### src/rtl/change_dispenser.sv
// change_dispenser: breaks a change amount into coin/note units by a greedy
// walk over seven denominations (largest first), issuing one unit per
// valid/ready handshake. Per-denomination stock counters limit the payout.
// Whatever cannot be paid is reported at the end of the transaction.
module change_dispenser #(
    parameter int AMTW       = 16,
    parameter int STOCKW     = 8,
    parameter int INIT_STOCK = 20
) (
    input  logic              clk,
    input  logic              rstn,
    input  logic              chg_valid,
    input  logic [AMTW-1:0]   chg_amount,
    output logic              chg_ready,
    output logic              den_valid,
    output logic [2:0]        den_code,
    input  logic              den_ready,
    output logic              done,
    output logic              shortfall,
    output logic [AMTW-1:0]   short_amt,
    input  logic              refill_valid,
    input  logic [2:0]        refill_sel,
    input  logic [STOCKW-1:0] refill_cnt
);

    localparam int NDEN = 7;

    typedef enum logic [1:0] {
        IDLE   = 2'd0,
        SELECT = 2'd1,
        ISSUE  = 2'd2,
        DONE   = 2'd3
    } state_t;

    // Face value of each denomination code; code 7 never reaches the lookup.
    function automatic logic [AMTW-1:0] den_value(input logic [2:0] code);
        case (code)
            3'd0:    den_value = AMTW'(100);
            3'd1:    den_value = AMTW'(50);
            3'd2:    den_value = AMTW'(20);
            3'd3:    den_value = AMTW'(10);
            3'd4:    den_value = AMTW'(5);
            3'd5:    den_value = AMTW'(2);
            3'd6:    den_value = AMTW'(1);
            default: den_value = '0;
        endcase
    endfunction

    state_t            r_state;
    logic [AMTW-1:0]   r_rem;
    logic [2:0]        r_idx;
    logic              r_chg_ready;
    logic              r_den_valid;
    logic [2:0]        r_den_code;
    logic              r_done;
    logic              r_shortfall;
    logic [AMTW-1:0]   r_short_amt;
    logic [STOCKW-1:0] r_stock [NDEN];

    logic [STOCKW-1:0] w_stock_nxt [NDEN];
    logic [STOCKW:0]   w_add       [NDEN];
    logic [AMTW-1:0]   w_val;
    logic [STOCKW-1:0] w_cur_stock;
    logic              w_hs;

    assign w_val       = den_value(r_idx);
    assign w_cur_stock = r_stock[r_idx];
    assign w_hs        = (r_state == ISSUE) && r_den_valid && den_ready;

    assign chg_ready = r_chg_ready;
    assign den_valid = r_den_valid;
    assign den_code  = r_den_code;
    assign done      = r_done;
    assign shortfall = r_shortfall;
    assign short_amt = r_short_amt;

    // Next stock per denomination: refill and payout may coincide; the sum is
    // kept one bit wider so overflow can be clamped to all-ones.
    always_comb begin
        for (int i = 0; i < NDEN; i++) begin
            w_add[i] = {1'b0, r_stock[i]};
            if (refill_valid && refill_sel == 3'(i))
                w_add[i] = w_add[i] + {1'b0, refill_cnt};
            if (w_hs && r_idx == 3'(i) && w_add[i] != '0)
                w_add[i] = w_add[i] - (STOCKW+1)'(1);
            w_stock_nxt[i] = w_add[i][STOCKW] ? '1 : w_add[i][STOCKW-1:0];
        end
    end

    // Stock counters: reset to the initial fill, otherwise take the next value.
    always_ff @(posedge clk) begin
        for (int i = 0; i < NDEN; i++) begin
            if (!rstn) r_stock[i] <= STOCKW'(INIT_STOCK);
            else       r_stock[i] <= w_stock_nxt[i];
        end
    end

    // Transaction FSM with registered handshake and status outputs.
    always_ff @(posedge clk) begin
        if (!rstn) begin
            r_state     <= IDLE;
            r_rem       <= '0;
            r_idx       <= '0;
            r_chg_ready <= 1'b0;
            r_den_valid <= 1'b0;
            r_den_code  <= '0;
            r_done      <= 1'b0;
            r_shortfall <= 1'b0;
            r_short_amt <= '0;
        end else begin
            case (r_state)
                IDLE: begin
                    r_chg_ready <= 1'b1;
                    if (chg_valid && r_chg_ready) begin
                        r_rem       <= chg_amount;
                        r_idx       <= '0;
                        r_chg_ready <= 1'b0;
                        if (chg_amount != '0) begin
                            r_state <= SELECT;
                        end else begin
                            // Nothing to pay: finish immediately with no shortfall.
                            r_state     <= DONE;
                            r_done      <= 1'b1;
                            r_shortfall <= 1'b0;
                            r_short_amt <= '0;
                        end
                    end
                end
                SELECT: begin
                    if (w_val <= r_rem && w_cur_stock != '0) begin
                        r_state     <= ISSUE;
                        r_den_valid <= 1'b1;
                        r_den_code  <= r_idx;
                    end else if (r_rem == '0 || r_idx == 3'd6) begin
                        r_state     <= DONE;
                        r_done      <= 1'b1;
                        r_shortfall <= (r_rem != '0);
                        r_short_amt <= r_rem;
                    end else begin
                        r_idx <= r_idx + 3'd1;
                    end
                end
                ISSUE: begin
                    // Stay on the same index afterwards so a denomination can repeat.
                    if (w_hs) begin
                        r_rem       <= r_rem - w_val;
                        r_den_valid <= 1'b0;
                        r_state     <= SELECT;
                    end
                end
                DONE: begin
                    r_done      <= 1'b0;
                    r_shortfall <= 1'b0;
                    r_short_amt <= '0;
                    r_chg_ready <= 1'b1;
                    r_state     <= IDLE;
                end
                default: r_state <= IDLE;
            endcase
        end
    end

endmodule
### config.mk
export PLATFORM = sky130hd
export DESIGN_NAME = change_dispenser
export DESIGN_NICKNAME = d
export VERILOG_FILES = /design/src/rtl/change_dispenser.sv
export SDC_FILE = /design/constraint.sdc
export NUM_CORES = 1
export LEC_CHECK = 0
export ABC_AREA = 1
export BUFFER_PORTS_ARGS = -buffer_cell sky130_fd_sc_hd__buf_2
export CAP_MARGIN = 20
export CORE_ASPECT_RATIO = 1.5
export CORE_MARGIN = 3
export CORE_UTILIZATION = 46
export CTS_BUF_LIST = sky130_fd_sc_hd__clkbuf_4
export CTS_CLUSTER_SIZE = 12
export DETAILED_ROUTE_END_ITERATION = 8
export PLACE_DENSITY = 0.68
export SYNTH_ARGS = -nofsm -noshare
export SYNTH_HDL_FRONTEND = slang
export SYNTH_SLANG_ARGS = --single-unit
### constraint.sdc
create_clock -name clk -period 3.9 [get_ports clk]
set_input_delay 0.975 -clock clk [delete_from_list [all_inputs] [get_ports clk]]
set_output_delay 0.975 -clock clk [all_outputs]
set_load 0.03 [all_outputs]
* Word level (Yosys, flattened, before mapping)
Memories as Yosys holds them, arrays and structs flattened. A register that Yosys moved wholly into a read port is not among the register bits.
Cells that the tools add are included.
W data, S select, Z words.
** Storage, ports and cells
- Register bits :: 44
- Memory bits (writable) :: 56
- Output and inout port bits :: 23
- Logic and storage cells :: 174
- Memories kept :: 1
** Memories
- r_stock :: depth 7, width 8, read ports 8, clocked after memory_dff 1, wr ports 7, RTL line 58 : logic [STOCKW-1:0] r_stock [NDEN];
** Operators by class
- Add/subtract/negate cells :: 16
- Order comparisons :: 1
- Eq/ne operators :: 23
- Multiplexer cells :: 66
- Bitwise logic cells :: 7
- Reductions and logical operators :: 51
** Operators with widths (number)
- $mux W9 :: 14
- $mux W8 :: 14
- $mux W16 :: 6
- $add A8 B8 Y9 :: 7
- $reduce_bool A9 Y1 :: 7
- $sub A9 B1 Y9 const B :: 7
- $pmux W7 S7 :: 1
- $pmux W16 S3 :: 1
- $pmux W16 S2 :: 1
- $reduce_bool A16 Y1 :: 2
- $logic_and A1 B1 Y1 :: 25
- $eq A3 B3 Y1 const B :: 6
- $le A16 B16 Y1 :: 1
- $logic_not A16 Y1 :: 1
- $sub A16 B16 Y16 :: 1
- $mux W3 :: 5
- $ne A2 B2 Y1 const B :: 7
- $mux W1 :: 13
- $eq A3 B2 Y1 const B :: 4
- $mux W2 :: 5
- $reduce_and A3 Y1 :: 3
- $pmux W2 S4 :: 1
- $reduce_bool A2 Y1 :: 4
- $reduce_bool A8 Y1 :: 1
- 16 further kinds :: 27

* Logic depth before layout (Yosys ltp)
- Word-level depth :: 8
- Depth in mapped cells :: 19
- Gate-level depth less buffers :: 19

* Least setup slack after synthesis
No wires, ideal clock.
- Path type :: input -> register
- Start :: input refill_cnt[0]
- End :: memory r_stock[5][6]
- Library setup time :: 0.128 ns
- Arrival time :: 2.881 ns
- Slack :: 0.891 ns
- Stages on the path :: 14
- Path through :: ha_1 -> fa_1 -> inv_1 -> o21ai_0 -> inv_1 -> ha_1 -> nand3_2 -> nor2_1 -> nand3_2 -> nand2_4 -> nand2_1 -> nand2_4 -> nor2_1 -> nor2_1
** RTL lines
- start: declaration :: RTL line 23 : input logic [STOCKW-1:0] refill_cnt
- end: declaration :: RTL line 58

* Worst setup path after layout
- Start :: register r_idx[1]
- End :: register r_short_amt[9], in the netlist short_amt[9]
** Between the ends
- Longest elaborated chain between the ends :: 6
** RTL lines
- start: declaration :: RTL line 51 : logic [2:0] r_idx;
- start signal: assignment :: RTL line 140 : r_idx <= r_idx + 3'd1;
- $eq A3 B3 Y1 (tied with other cells) :: RTL line 37, 134
- $pmux W7 S7 :: RTL line 37 : case (code)
- $le A16 B16 Y1 :: RTL line 130 : if (w_val <= r_rem && w_cur_stock != '0) begin
- $logic_and A1 B1 Y1 :: RTL line 130
- $ne A2 B2 Y1 (no source line)
- $reduce_and A5 Y1 (no source line) (*)
- end signal: assignment :: RTL line 138 : r_short_amt <= r_rem;
- end: declaration :: RTL line 57 : logic [AMTW-1:0] r_short_amt;
Mark *: on every way between the ends. The rest lies on a longest branch, timed or not.
A chain may end at the register's enable or synchronous reset.

==> results.yml <==
run_status:
  outcome: "finished, final reports clean"
critical_path:
  cp-end-kind: "flop"
  timing.rr.end: "short_amt[9]"
  crit_end: "short_amt[9]"
  worstRegToRegCells: 18
  cp.arrival_ns: 3.79
  critical_path_class: "flop to flop"
  start_kind: "flop"
  crit_fanout: 18
  r2r_start: "r_idx[1]"
  crit_required_ns: 4.36
  r2r_slack_ns: 0.56
  startpoint: "r_idx[1]"
clocking:
  cts_tree: "built"
  worstSkewPairLatency_ns: 0.53
  htree_levels: 3
  ctsResizeCount: 0
  cts_buffers: 9
  clkTransAtPathRegs_ns: 0.17
  clock-sinks: 103
  post_cts_buffers: 0
  root_buffer: "clkbuf_4"
  cts_hold_buf: 0
  cts_max_path_buffers: 2
power:
  pwr-share-comb: 0.578
  netSwitchingFraction: 0.5120
  p_switching_w: 0.002475
  ir_worst_vdd_mv: 0.5343
  p_int_w: 0.002359
  power_frac_clock: 0.129
  pwr-share-seq: 0.293
  cellPowerDensity_nw_per_um2: 427.3
  power.leakage_nw: 6.107
synth:
  synth_xor_area_frac: 0.02395
  syn_nets: 1872
  synth_compound_area_frac: 0.1006
  synth_top_family_by_area: "simple AND/OR/NAND/NOR gates"
  synth_flop_cell: "dfxtp_1"
  synth.distinct_cells: 55
  yosys_warnings: 0
  synth_fa_ha_area_frac: 0.1177
  synthCells: 1745
  synth_edf_count: 0
  synth.cell_area_um2: 10610
  yosys.area_share.simple: 0.4589
  synth-seq-cells: 103
  ys_seq_area_frac: 0.1944
  ys_async_sr_fraction: 0
  syn_avg_cell_area_um2: 6.078
  synthMuxAreaShare: 0
flow_run:
  drv_cap: 0
detailed_routing:
  totalWireLength_mm: 28.83
  vias_per_cell: 5.263
  drt_iter0_drc: 432
  dr.pass1.iters: 5
  ant_nets: 0
  drc: 0
  via_count: 10930
  drt-wirelength-per-cell_um: 13.89
global_routing:
  grt_max_degree: 43
  grt_use_total: 0.2349
  antenna_found_initial: 1
  grt_pass1_vias: 10300
  grt_pass1_wl_mm: 47.28
  grt_overflow: 0
min_path:
  hp-class: "flop to flop"
  hold_path_depth: 2
sta:
  post-route-min-period_ns: 3.337
  fmax_mhz: 299.7
  layout_setup_ws_ns: 0.5633
  hold_viol: 0
  finClkSkew_ns: 0.02124
  setup_viol: 0
  max-slew-margin-rel: 0.5018
  worst_pin_slew_ns: 0.7445
  period_share: 0.8556
  slew_violations: 0
  final.setup.tns_ns: 0
  rsz0062_at_grt: "false"
finish:
  final_common_cell: "nand2_1"
  fin_nets: 1919
  most-common-layout-cells: "nand2_1 (529), inv_1 (236), nor2_1 (165)"
  drive_gt1_frac: 0.1169
  area_delta_synth_final_pct: 6.653
floorplan:
  io-pin-count: 55
  fp.dieH_um: 192.0
  coreArea_um2: 22550
  die_area_um2: 24950
  start_util: 0.4703
  rows: 67
  chipWidth_um: 130.0
placed_design:
  gp_routability_congestion: 0.9219
  pre_cts_ws_ns: 0.3773
  place_hpwl_mm: 23.02
  port_buffers: 54
[cells by family (layout without fill, tap and decap cells)]
group / count (synthesis) / count (layout)
AOI/OAI and AO/OA: 186 / 186
xor gates and xnor gates: 29 / 29
adders and majority gates: 95 / 95
buffers and inverters: 284 / 336
DFF: 103 / 103
other: 0 / 3
and+or+nand+nor: 1048 / 1048
[through the flow]
stage          instance area (um^2)  hold WS [ns]  instances  total power, W    util
2_1_floorplan                 10610        0.4665       1745        0.003537       -
3_3_place_gp                  11160        0.4293       2057        0.004184  0.4948
3_5_place_dp                  11160        0.4344       2057        0.004215  0.4948
4_1_cts                       11300        0.4562       2073        0.004853  0.5013
5_1_grt                       11310        0.4665       2074        0.005299  0.5014
6_report                      11310        0.4540       2076        0.004834  0.5016
[how the worst min path moves through the flow]
| stage | from | to | slack, ns |
|---|---|---|---|
| after floorplan | r_rem[14] | r_rem[14] | 0.47 |
| after global placement | den_code[2] | den_code[2] | 0.43 |
| after detailed placement | den_code[0] | den_code[0] | 0.43 |
| after CTS | den_code[0] | den_code[0] | 0.46 |
| after global routing | den_code[0] | den_code[0] | 0.47 |
| final | den_code[2] | den_code[2] | 0.45 |
[area by class of cell]
| cell class | instances | area [um^2] |
|---|---|---|
| fillers | 2387 | 11240 |
| multi-input cells | 1358 | 7437 |
| flip-flops and latches | 103 | 2062 |
| inverters | 260 | 997.2 |
| well taps | 276 | 345.3 |
| repair buffers | 60 | 315.3 |
| clock inverters | 7 | 80.08 |
| clock buffers | 9 | 67.56 |
| diodes | 3 | 7.507 |
[critical path: stages, from the launching register on]
cell     delay [ns]
dfxtp_1        0.44
inv_1          0.08
ha_1           0.21
nand2_1        0.09
inv_1          0.04
nor3_1         0.27
inv_1          0.10
fa_1           0.43
nor2_1         0.12
nor2_1         0.08
nor2_1         0.09
nor2_1         0.09
nand3_1        0.08
nor2_1         0.07
a21oi_1        0.18
nand3_2        0.25
nand2_2        0.38
nand2_1        0.09
a21oi_1        0.15
[power by group through the flow]
stage	sequential [W]	combinational [W]	clock (W)
floorplan	0.00142	0.00212	0
global placement	0.00144	0.00275	0
detailed placement	0.00144	0.00278	0
CTS	0.00142	0.00279	0.000643
global route	0.00144	0.00318	0.000681
finish	0.00142	0.00279	0.000623
[synthesized netlist by cell type, types with 2 or more instances]
library cell | number | share of area
nand3b_1 | 16 | 0.011
fa_1 | 8 | 0.015
ha_1 | 87 | 0.10
nor4_1 | 10 | 0.0059
o21a_1 | 10 | 0.0071
nor2_4 | 5 | 0.0053
a221oi_1 | 2 | 0.0017
or2_1 | 8 | 0.0047
nand4_1 | 57 | 0.034
a21oi_1 | 94 | 0.044
nor3_2 | 2 | 0.0019
a21oi_2 | 4 | 0.0033
clkbuf_1 | 16 | 0.0057
o21ai_0 | 43 | 0.020
o21ai_1 | 11 | 0.0052
nand2_2 | 26 | 0.015
nand2_1 | 529 | 0.19
inv_2 | 14 | 0.0050
buf_2 | 3 | 0.0014
o21bai_1 | 3 | 0.0021
nand4_2 | 2 | 0.0024
inv_1 | 236 | 0.084
nand3_1 | 147 | 0.069
nand3_2 | 14 | 0.013
nor2_2 | 17 | 0.010
xnor2_1 | 7 | 0.0058
nor2_1 | 165 | 0.058
a211oi_1 | 4 | 0.0028
buf_4 | 2 | 0.0014
nor3_1 | 18 | 0.0085
or2_2 | 10 | 0.0059
nand2_4 | 15 | 0.016
o21ai_4 | 2 | 0.0031
dfxtp_1 | 103 | 0.19
inv_4 | 8 | 0.0047
o21ai_2 | 7 | 0.0058
xor2_1 | 22 | 0.018
[registers in the layout, summed over array words and instances (netlist names), named ones only]
register	cells
chg_ready	1
den_code	3
den_valid	1
done	1
r_idx	3
r_rem	16
r_state	2
r_stock	56
short_amt	16
shortfall	1
[layer usage]
layer | up-vias | global-route usage | wire, um
li1 | 5710 | - | -
met1 | 4956 | 0.2498 | 11500
met5 | - | 0 | 0
met2 | 191 | 0.4501 | 15230
met3 | 69 | 0.03116 | 912
met4 | 0 | 0.1044 | 1186
(Power assumes the default switching activity.)
